[config.mk]
export PLATFORM = sky130hd
export DESIGN_NAME = vjtag_uart_fifo
export DESIGN_NICKNAME = d
export VERILOG_FILES = /design/src/rtl/vjtag_uart_fifo.sv
export SDC_FILE = /design/constraint.sdc
export NUM_CORES = 1
export LEC_CHECK = 0
export CAP_MARGIN = 20
export CORE_UTILIZATION = 55
export DETAILED_ROUTE_END_ITERATION = 12
export MAX_ROUTING_LAYER = met4
export PLACE_DENSITY = 0.84
export SLEW_MARGIN = 15
export SYNTH_ARGS = -nofsm -noshare
export SYNTH_HDL_FRONTEND = slang
export SYNTH_SLANG_ARGS = --single-unit
[constraint.sdc]
create_clock -name m_clock -period 4.6 [get_ports m_clock]
set_input_delay 0.92 -clock m_clock [delete_from_list [all_inputs] [get_ports m_clock]]
set_output_delay 0.92 -clock m_clock [all_outputs]
set_load 0.01 [all_outputs]
[src/rtl/vjtag_uart_fifo.sv]
// Byte buffering between the VirtualJTAG UART (m_clock side) and user logic:
// an RX FIFO for host bytes and a TX FIFO drained by the UART's send_ready requests.
module vjtag_uart_fifo #(
    parameter int          DEPTH_LOG2 = 4,
    parameter logic [7:0]  IDLE_BYTE  = 8'h00
) (
    input  logic                  m_clock,
    input  logic                  p_reset,
    input  logic                  recv,
    input  logic [7:0]            recv_data,
    input  logic                  send_ready,
    output logic                  send,
    output logic [7:0]            send_data,
    output logic                  rx_valid,
    output logic [7:0]            rx_data,
    input  logic                  rx_ready,
    input  logic                  tx_valid,
    input  logic [7:0]            tx_data,
    output logic                  tx_ready,
    output logic [DEPTH_LOG2:0]   rx_count,
    output logic [DEPTH_LOG2:0]   tx_count,
    output logic                  rx_overflow,
    output logic                  tx_underrun,
    input  logic                  clr_flags
);

    localparam int DEPTH = 1 << DEPTH_LOG2;
    localparam logic [DEPTH_LOG2:0]   FULL_COUNT = (DEPTH_LOG2 + 1)'(DEPTH);
    localparam logic [DEPTH_LOG2:0]   COUNT_ONE  = 1;
    localparam logic [DEPTH_LOG2-1:0] PTR_ONE    = 1;

    typedef enum logic {
        ST_IDLE,
        ST_ISSUE
    } send_state_t;

    // ---------------- RX FIFO ----------------
    logic [7:0]            rx_mem [DEPTH];
    logic [DEPTH_LOG2-1:0] rx_wr_ptr_reg;
    logic [DEPTH_LOG2-1:0] rx_rd_ptr_reg;
    logic [DEPTH_LOG2:0]   rx_count_reg;
    logic                  rx_overflow_reg;
    logic                  rx_full;
    logic                  rx_pop;
    logic                  rx_push;
    logic                  rx_drop;

    assign rx_full  = (rx_count_reg == FULL_COUNT);
    assign rx_valid = (rx_count_reg != '0);
    assign rx_pop   = rx_valid & rx_ready;
    // A pop in the same cycle frees the slot the push writes into, even when full.
    assign rx_push  = recv & (~rx_full | rx_pop);
    assign rx_drop  = recv & ~rx_push;
    assign rx_data  = rx_mem[rx_rd_ptr_reg];

    always_ff @(posedge m_clock) begin
        if (rx_push) begin
            rx_mem[rx_wr_ptr_reg] <= recv_data;
        end
    end

    always_ff @(posedge m_clock) begin
        if (p_reset) begin
            rx_wr_ptr_reg   <= '0;
            rx_rd_ptr_reg   <= '0;
            rx_count_reg    <= '0;
            rx_overflow_reg <= 1'b0;
        end else begin
            if (rx_push) begin
                rx_wr_ptr_reg <= rx_wr_ptr_reg + PTR_ONE;
            end
            if (rx_pop) begin
                rx_rd_ptr_reg <= rx_rd_ptr_reg + PTR_ONE;
            end
            case ({rx_push, rx_pop})
                2'b10:   rx_count_reg <= rx_count_reg + COUNT_ONE;
                2'b01:   rx_count_reg <= rx_count_reg - COUNT_ONE;
                default: rx_count_reg <= rx_count_reg;
            endcase
            if (rx_drop) begin
                rx_overflow_reg <= 1'b1;
            end else if (clr_flags) begin
                rx_overflow_reg <= 1'b0;
            end
        end
    end

    // ---------------- TX FIFO ----------------
    logic [7:0]            tx_mem [DEPTH];
    logic [DEPTH_LOG2-1:0] tx_wr_ptr_reg;
    logic [DEPTH_LOG2-1:0] tx_rd_ptr_reg;
    logic [DEPTH_LOG2:0]   tx_count_reg;
    logic                  tx_underrun_reg;
    logic                  tx_empty;
    logic                  tx_push;
    logic                  tx_pop;

    assign tx_empty = (tx_count_reg == '0);
    assign tx_ready = (tx_count_reg != FULL_COUNT);
    assign tx_push  = tx_valid & tx_ready;

    always_ff @(posedge m_clock) begin
        if (tx_push) begin
            tx_mem[tx_wr_ptr_reg] <= tx_data;
        end
    end

    // ---------------- Send path FSM ----------------
    send_state_t state_reg;
    send_state_t state_next;
    logic        pending_reg;
    logic        pending_next;
    logic [7:0]  send_data_reg;
    logic [7:0]  send_data_next;
    logic        serve;
    logic        underrun_set;

    always_comb begin
        state_next     = state_reg;
        pending_next   = pending_reg;
        send_data_next = send_data_reg;
        serve          = 1'b0;
        underrun_set   = 1'b0;
        case (state_reg)
            ST_IDLE: begin
                if (send_ready | pending_reg) begin
                    serve        = 1'b1;
                    pending_next = 1'b0;
                    state_next   = ST_ISSUE;
                    // Decision uses registered occupancy: a byte pushed this cycle is not bypassed.
                    if (!tx_empty) begin
                        send_data_next = tx_mem[tx_rd_ptr_reg];
                    end else begin
                        send_data_next = IDLE_BYTE;
                        underrun_set   = 1'b1;
                    end
                end
            end
            ST_ISSUE: begin
                state_next = ST_IDLE;
                if (send_ready) begin
                    pending_next = 1'b1;
                end
            end
            default: state_next = ST_IDLE;
        endcase
    end

    assign tx_pop = serve & ~tx_empty;

    always_ff @(posedge m_clock) begin
        if (p_reset) begin
            state_reg       <= ST_IDLE;
            pending_reg     <= 1'b0;
            send_data_reg   <= IDLE_BYTE;
            tx_wr_ptr_reg   <= '0;
            tx_rd_ptr_reg   <= '0;
            tx_count_reg    <= '0;
            tx_underrun_reg <= 1'b0;
        end else begin
            state_reg     <= state_next;
            pending_reg   <= pending_next;
            send_data_reg <= send_data_next;
            if (tx_push) begin
                tx_wr_ptr_reg <= tx_wr_ptr_reg + PTR_ONE;
            end
            if (tx_pop) begin
                tx_rd_ptr_reg <= tx_rd_ptr_reg + PTR_ONE;
            end
            case ({tx_push, tx_pop})
                2'b10:   tx_count_reg <= tx_count_reg + COUNT_ONE;
                2'b01:   tx_count_reg <= tx_count_reg - COUNT_ONE;
                default: tx_count_reg <= tx_count_reg;
            endcase
            if (underrun_set) begin
                tx_underrun_reg <= 1'b1;
            end else if (clr_flags) begin
                tx_underrun_reg <= 1'b0;
            end
        end
    end

    assign send        = (state_reg == ST_ISSUE);
    assign send_data   = send_data_reg;
    assign rx_count    = rx_count_reg;
    assign tx_count    = tx_count_reg;
    assign rx_overflow = rx_overflow_reg;
    assign tx_underrun = tx_underrun_reg;

endmodule
==> summary.txt, run 1 <==
Adder and majority cell fraction of the synthesized area -> 2.06%
Unrepaired setup endpoints after global routing -> no
Count of mapped cells out of synthesis -> 626
Area fraction in compound gates after synthesis -> 2.10%
Start point of the worst hold path -> rx_overflow
Worst skew pair latency -> 550 ps
GRT overflow -> 0
Synth Warn # -> 0
# Max-Cap Violations -> 0
Clock sink count -> 302
Proportion of register bits with asynchronous set or reset after synthesis -> 0%
HP Class -> reg -> reg
Result of the run -> finished, final reports clean
Period utilization -> 87.1%
Synth Area in Simple Gates -> 4.31%
Mean routed wirelength per cell -> 23.6 um
Starting Density -> 56.3%
Total GRT Usage -> 22.5%
Total via count after detailed routing -> 5929
DR pass1 iterations -> 5
Worst setup slack after placement -> 773 ps
Fraction of final layout cells sized beyond drive strength 1 -> 18.3%
Routed wire length -> 23.4 mm
Cell chosen for the clock root -> clkbuf_16
Top cell by count, worst path -> mux4_2
Fraction of the core area covered by cells at the end of the flow -> 65.1%
Element type at the critical path end -> output pin
Max-slew violation count -> 0
Critical path cell sequence -> buf_12, mux4_2, mux4_2, clkdlybuf4s50_1
Number of unique standard cell types used by synthesis -> 39
Non-filler instance count after layout -> 991
Data required, critical path -> 3680 ps
Post-detailed-route DRC marker count -> 0
Placed wire-length estimate after detailed placement -> 14.6 mm
Largest cells by area after synthesis -> edfxtp_1, mux4_2, dfxtp_1
Number of enable flip-flop cells after synthesis -> 256
Core area -> 0.0212 mm^2
Post-synth top area cell -> edfxtp_1
Pwr/cell area -> 507 mW/mm^2
Flip-flop cell with the highest count after synthesis -> edfxtp_1
Worst-Margin Slew -> 1060 ps
Final estimated routing congestion in global placement -> 0.830
Final number of hold-violating endpoints -> 0
Number of nets in the layout -> 735
Crit path max-delay cell type -> dfxtp_2
CP max FO -> 18
Clock-pin slew reported for the worst setup and hold paths after clock tree synthesis -> 70 ps
TritonCTS Buffers -> 29
Number of antenna violations at the first check in global routing -> 1
CTS H-tree depth -> 1
Site Rows -> 53
Final count of negative-setup-slack endpoints -> 0
Min-Delay Path Depth -> 2
CTS Buffer Depth -> 3
Most instantiated cells after synthesis -> edfxtp_1, nor2_1, mux4_2
Post-Synthesis Net Count -> 668
Post-synthesis share of cell area spent on xor and xnor gates -> 1.40%
IR Drop Worst-Case VDD -> 0.313 mV
Final critical path time including I/O delays and setup -> 4010 ps
Register area share after synthesis -> 72.3%
Chip Height -> 149 um
# Post-CTS Setup Buffers -> 0
Longest individual stage delay on the worst path -> 710 ps
Count of port buffers added during placement -> 53
Library cell with the highest instance count after synthesis -> edfxtp_1
# placed instances -> 937
Wire length of the first global-routing pass -> 35.5 mm
Reg2reg path depth -> 11
First DRT Iteration DRCs -> 503
Die Footprint -> 0.0223 mm^2
Crit path setup slack, layout -> 592 ps
Via-to-Cell Ratio -> 5.98
Ports placed on the boundary -> 54
Fin Setup TNS -> 0 ps
Critical register-to-register path startpoint -> rx_count[1]
Power consumption -> 6.98 mW
P&R area growth vs syn -> 15.7%
DIE WIDTH -> 149 um
Largest clock skew in the final design -> 19.3 ps
Largest family of logic cells by synthesized area -> multiplexers
Flip-flop and latch count after synthesis -> 302
FMAX -> 0.249 GHz
Remaining max-slew budget at the tightest pin -> 29.6%
Portion of netlist area occupied by mux cells -> 16.2%
Number of buffers inserted for hold repair after clock tree synthesis -> 0
Element type at the critical path start -> flip-flop
Number of instances resized during post-cts repair -> 0
Vias in the first global route -> 6245
Synth top area share -> 64.5%
Antenna violation net count after detailed routing -> 0
Type of the worst setup path -> reg -> out
Leakage power of the design -> 4.53 nW
Avg Synthesized Cell Area -> 19.0 um^2
Post-synthesis cell area -> 0.0119 mm^2
Worst EP arrival -> 3090 ps
Maximum number of pins on one net before global-route repair -> 37
Clock tree from TritonCTS -> done
==> cells by family (layout without fill, tap and decap cells) <==
logic type | after synthesis | count (layout)
muxes | 94 | 94
and+or+nand+nor | 116 | 116
buffers and inverters | 41 | 130
DFF | 302 | 302
other | 0 | 1
AOI/OAI and AO/OA | 35 | 35
xor gates and xnor gates | 19 | 19
adders and majority gates | 19 | 19
==> stage by stage <==
| step | cell area, um^2 | hold WS [ps] |
|---|---|---|
| after floorplan | 11900 | 481 |
| after global placement | 12700 | 444 |
| after detailed placement | 12700 | 460 |
| after CTS | 13800 | 476 |
| after global routing | 13800 | 496 |
| final | 13800 | 477 |
==> worst paths after layout <==
kind / to / slack, ps
setup / recovery: rx_data[6] / 590
setup reg to reg: rx_count[4] / 1440
hold / removal: rx_overflow / 480
hold reg to reg: rx_overflow / 480
==> routing by layer <==
| layer | up-vias | wire length [um] | global-route usage (%) |
|---|---|---|---|
| met5 | - | 0 | - |
| met4 | 0 | 688 | 8.16 |
| met3 | 50 | 1470 | 3.64 |
| met2 | 240 | 12400 | 38.9 |
| met1 | 3006 | 8860 | 26.6 |
| li1 | 2633 | - | - |
==> cell type report <==
cell class,instances,area (um^2)
Tap cell,275,344
Fill cell,1324,7380
Clock buffer,38,873
Sequential cell,302,8610
Multi-Input combinational cell,283,3100
Timing Repair Buffer,66,641
Clock inverter,15,166
Antenna cell,1,2.50
Inverter,11,41.3
==> critical path: cells and delay by family (launching register included) <==
kind,cells,cell delay [ps]
muxes,2,1030
buffers and inverters,2,780
DFF,1,710
==> power by group <==
| group | leakage [nW] | internal, mW | switching [mW] | total, mW |
|---|---|---|---|---|
| clock network | 0.522 | 1.51 | 1.00 | 2.51 |
| registers | 2.69 | 3.10 | 0.172 | 3.27 |
| logic | 1.32 | 0.647 | 0.552 | 1.20 |
| total | 4.53 | 5.26 | 1.73 | 6.98 |
==> cells in the final DEF (no fill, tap or decap), types with 2 or more instances in the layout <==
cell type	count
a21o_1	4
a21oi_1	12
a221o_1	8
buf_4	12
bufinv_16	3
clkbuf_16	32
clkbuf_8	5
clkdlybuf4s50_1	53
clkinv_2	7
dfxtp_1	44
dfxtp_2	2
edfxtp_1	256
ha_1	18
inv_1	11
inv_6	2
mux2_2	9
mux2i_1	13
mux4_1	19
mux4_2	53
nand2_1	19
nand2b_1	7
nand4_1	5
nor2_1	67
nor3_1	9
nor3b_1	2
nor4_2	2
o21ai_0	3
o22ai_1	2
or3_1	2
xnor2_1	6
xor2_1	13
Power figures use the tool's default switching activity.
==> run 2: changes to the inputs <==
CORE_ASPECT_RATIO = 1.5   (was default)
==> summary.txt, run 2 (synthesis gave the netlist of run 1 again) <==
Result of the run -> finished, final reports clean
First DRT Iteration DRCs -> 462
CP max FO -> 13
HP Class -> reg -> reg
Number of antenna violations at the first check in global routing -> 0
Routed wire length -> 23.2 mm
Worst EP arrival -> 3030 ps
# Post-CTS Setup Buffers -> 0
Via-to-Cell Ratio -> 6.06
Element type at the critical path start -> flip-flop
Final count of negative-setup-slack endpoints -> 0
TritonCTS Buffers -> 26
GRT overflow -> 0
Starting Density -> 56.3%
Final estimated routing congestion in global placement -> 0.872
Remaining max-slew budget at the tightest pin -> 30.0%
DIE WIDTH -> 122 um
Filler cell count in the final layout -> 1388
Maximum number of pins on one net before global-route repair -> 37
FMAX -> 0.253 GHz
Worst-Margin Slew -> 1050 ps
Final number of hold-violating endpoints -> 0
Number of nets in the layout -> 733
Number of instances resized during post-cts repair -> 0
Final critical path time including I/O delays and setup -> 3950 ps
Number of buffers inserted for hold repair after clock tree synthesis -> 0
Fraction of final layout cells sized beyond drive strength 1 -> 17.0%
WP buf/inv -> 2
Period utilization -> 85.8%
Worst skew pair latency -> 530 ps
Longest individual stage delay on the worst path -> 580 ps
Site Rows -> 65
Clock-pin slew reported for the worst setup and hold paths after clock tree synthesis -> 70 ps
Type of the worst setup path -> reg -> out
Clock sink count -> 302
Pwr/cell area -> 486 mW/mm^2
Worst setup slack after placement -> 758 ps
Data required, critical path -> 3680 ps
Most common cell after layout, fill and taps aside -> edfxtp_1
Placed wire-length estimate after detailed placement -> 15.0 mm
Wire length of the first global-routing pass -> 35.6 mm
Antenna violation net count after detailed routing -> 0
Crit path max-delay cell type -> mux4_2
Count of port buffers added during placement -> 53
DR pass1 iterations -> 5
# Max-Cap Violations -> 0
Max-slew violation count -> 0
CTS H-tree depth -> 1
Ports placed on the boundary -> 54
Fin Setup TNS -> 0 ps
Element type at the critical path end -> output pin
Chip Height -> 182 um
Core area -> 0.0211 mm^2
Antenna cell count -> 0
Clock tree from TritonCTS -> done
CTS Buffer Depth -> 3
Total GRT Usage -> 22.3%
Cell chosen for the clock root -> clkbuf_16
Total via count after detailed routing -> 5923
Largest clock skew in the final design -> 14.9 ps
Worst path top cell family by delay -> multiplexers
Commonest non-fill, non-tap cells in the layout -> edfxtp_1, nor2_1, mux4_2, clkdlybuf4s50_1, dfxtp_1
Unrepaired setup endpoints after global routing -> no
Critical path cell sequence -> buf_4, mux4_2, mux4_2, clkdlybuf4s50_1
P&R area growth vs syn -> 13.9%
Crit path setup slack, layout -> 653 ps
Top cell by count, worst path -> mux4_2
IR Drop Worst-Case VDD -> 0.333 mV
Vias in the first global route -> 6332
Post-detailed-route DRC marker count -> 0
Leakage power of the design -> 4.42 nW
Die Footprint -> 0.0223 mm^2
Mean routed wirelength per cell -> 23.7 um
## run 2: cell count changes in the layout (fill, tap and decap cells not counted), sizes merged
| cell | before | now |
|---|---|---|
| buf | 13 | 14 |
| diode | 1 | 0 |
| clkinv | 9 | 11 |
| bufinv | 3 | 1 |
| clkbuf | 38 | 32 |
| clkinvlp | 0 | 1 |
| inv | 14 | 13 |
## run 2: area by class of cell
type	instances	area [um^2]	share of cell area, %
Clock buffer	32	737	5.43
Clock inverter	15	106	0.784
Inverter	11	41.3	0.304
Multi-Input combinational cell	283	3100	22.8
Sequential cell	302	8610	63.5
Tap cell	268	335	2.47
Timing Repair Buffer	67	636	4.69
## run 2: worst paths after layout
| check | slack [ps] | from | cells past startpoint | endpoint |
|---|---|---|---|---|
| min | 460 | rx_overflow | 2 | rx_overflow |
| max reg2reg | 1510 | rx_count[1] | 10 | rx_count[4] |
| min reg2reg | 460 | rx_overflow | 2 | rx_overflow |
| max | 650 | flip-flop | 4 | rx_data[5] |
## run 2: stage by stage
step | std cells | utilization [%] | power (mW) | hold slack, ps | instance area [um^2]
final | 978 | 64.2 | 6.60 | 464 | 13600
after global routing | 978 | 64.2 | 6.83 | 495 | 13600
after CTS | 978 | 64.2 | 6.63 | 469 | 13600
after detailed placement | 931 | 60.2 | 4.50 | 453 | 12700
after global placement | 931 | 60.2 | 4.44 | 448 | 12700
after floorplan | 626 | - | 4.05 | 481 | 11900
## run 2: tightest hold or removal path: stages, from the launching register on
cell	delay (ps)
dfxtp_1	310
nand2_1	50
a21oi_1	60
## run 2: report_power, final
part           switching [mW]  internal, mW  leakage, nW  total (mW)
combinational           0.552         0.640         1.32        1.19
clock                   0.948          1.20        0.418        2.15
sequential              0.161          3.10         2.69        3.26
total                    1.66          4.94         4.42        6.60
## run 2: routing by layer
metal / GRT usage [%] / vias to the layer above / routed length (um)
met5: - / - / 0
met4: 6.34 / 0 / 503
met3: 2.56 / 41 / 900
met2: 42.9 / 184 / 13700
met1: 23.5 / 3073 / 8120
li1: - / 2625 / -
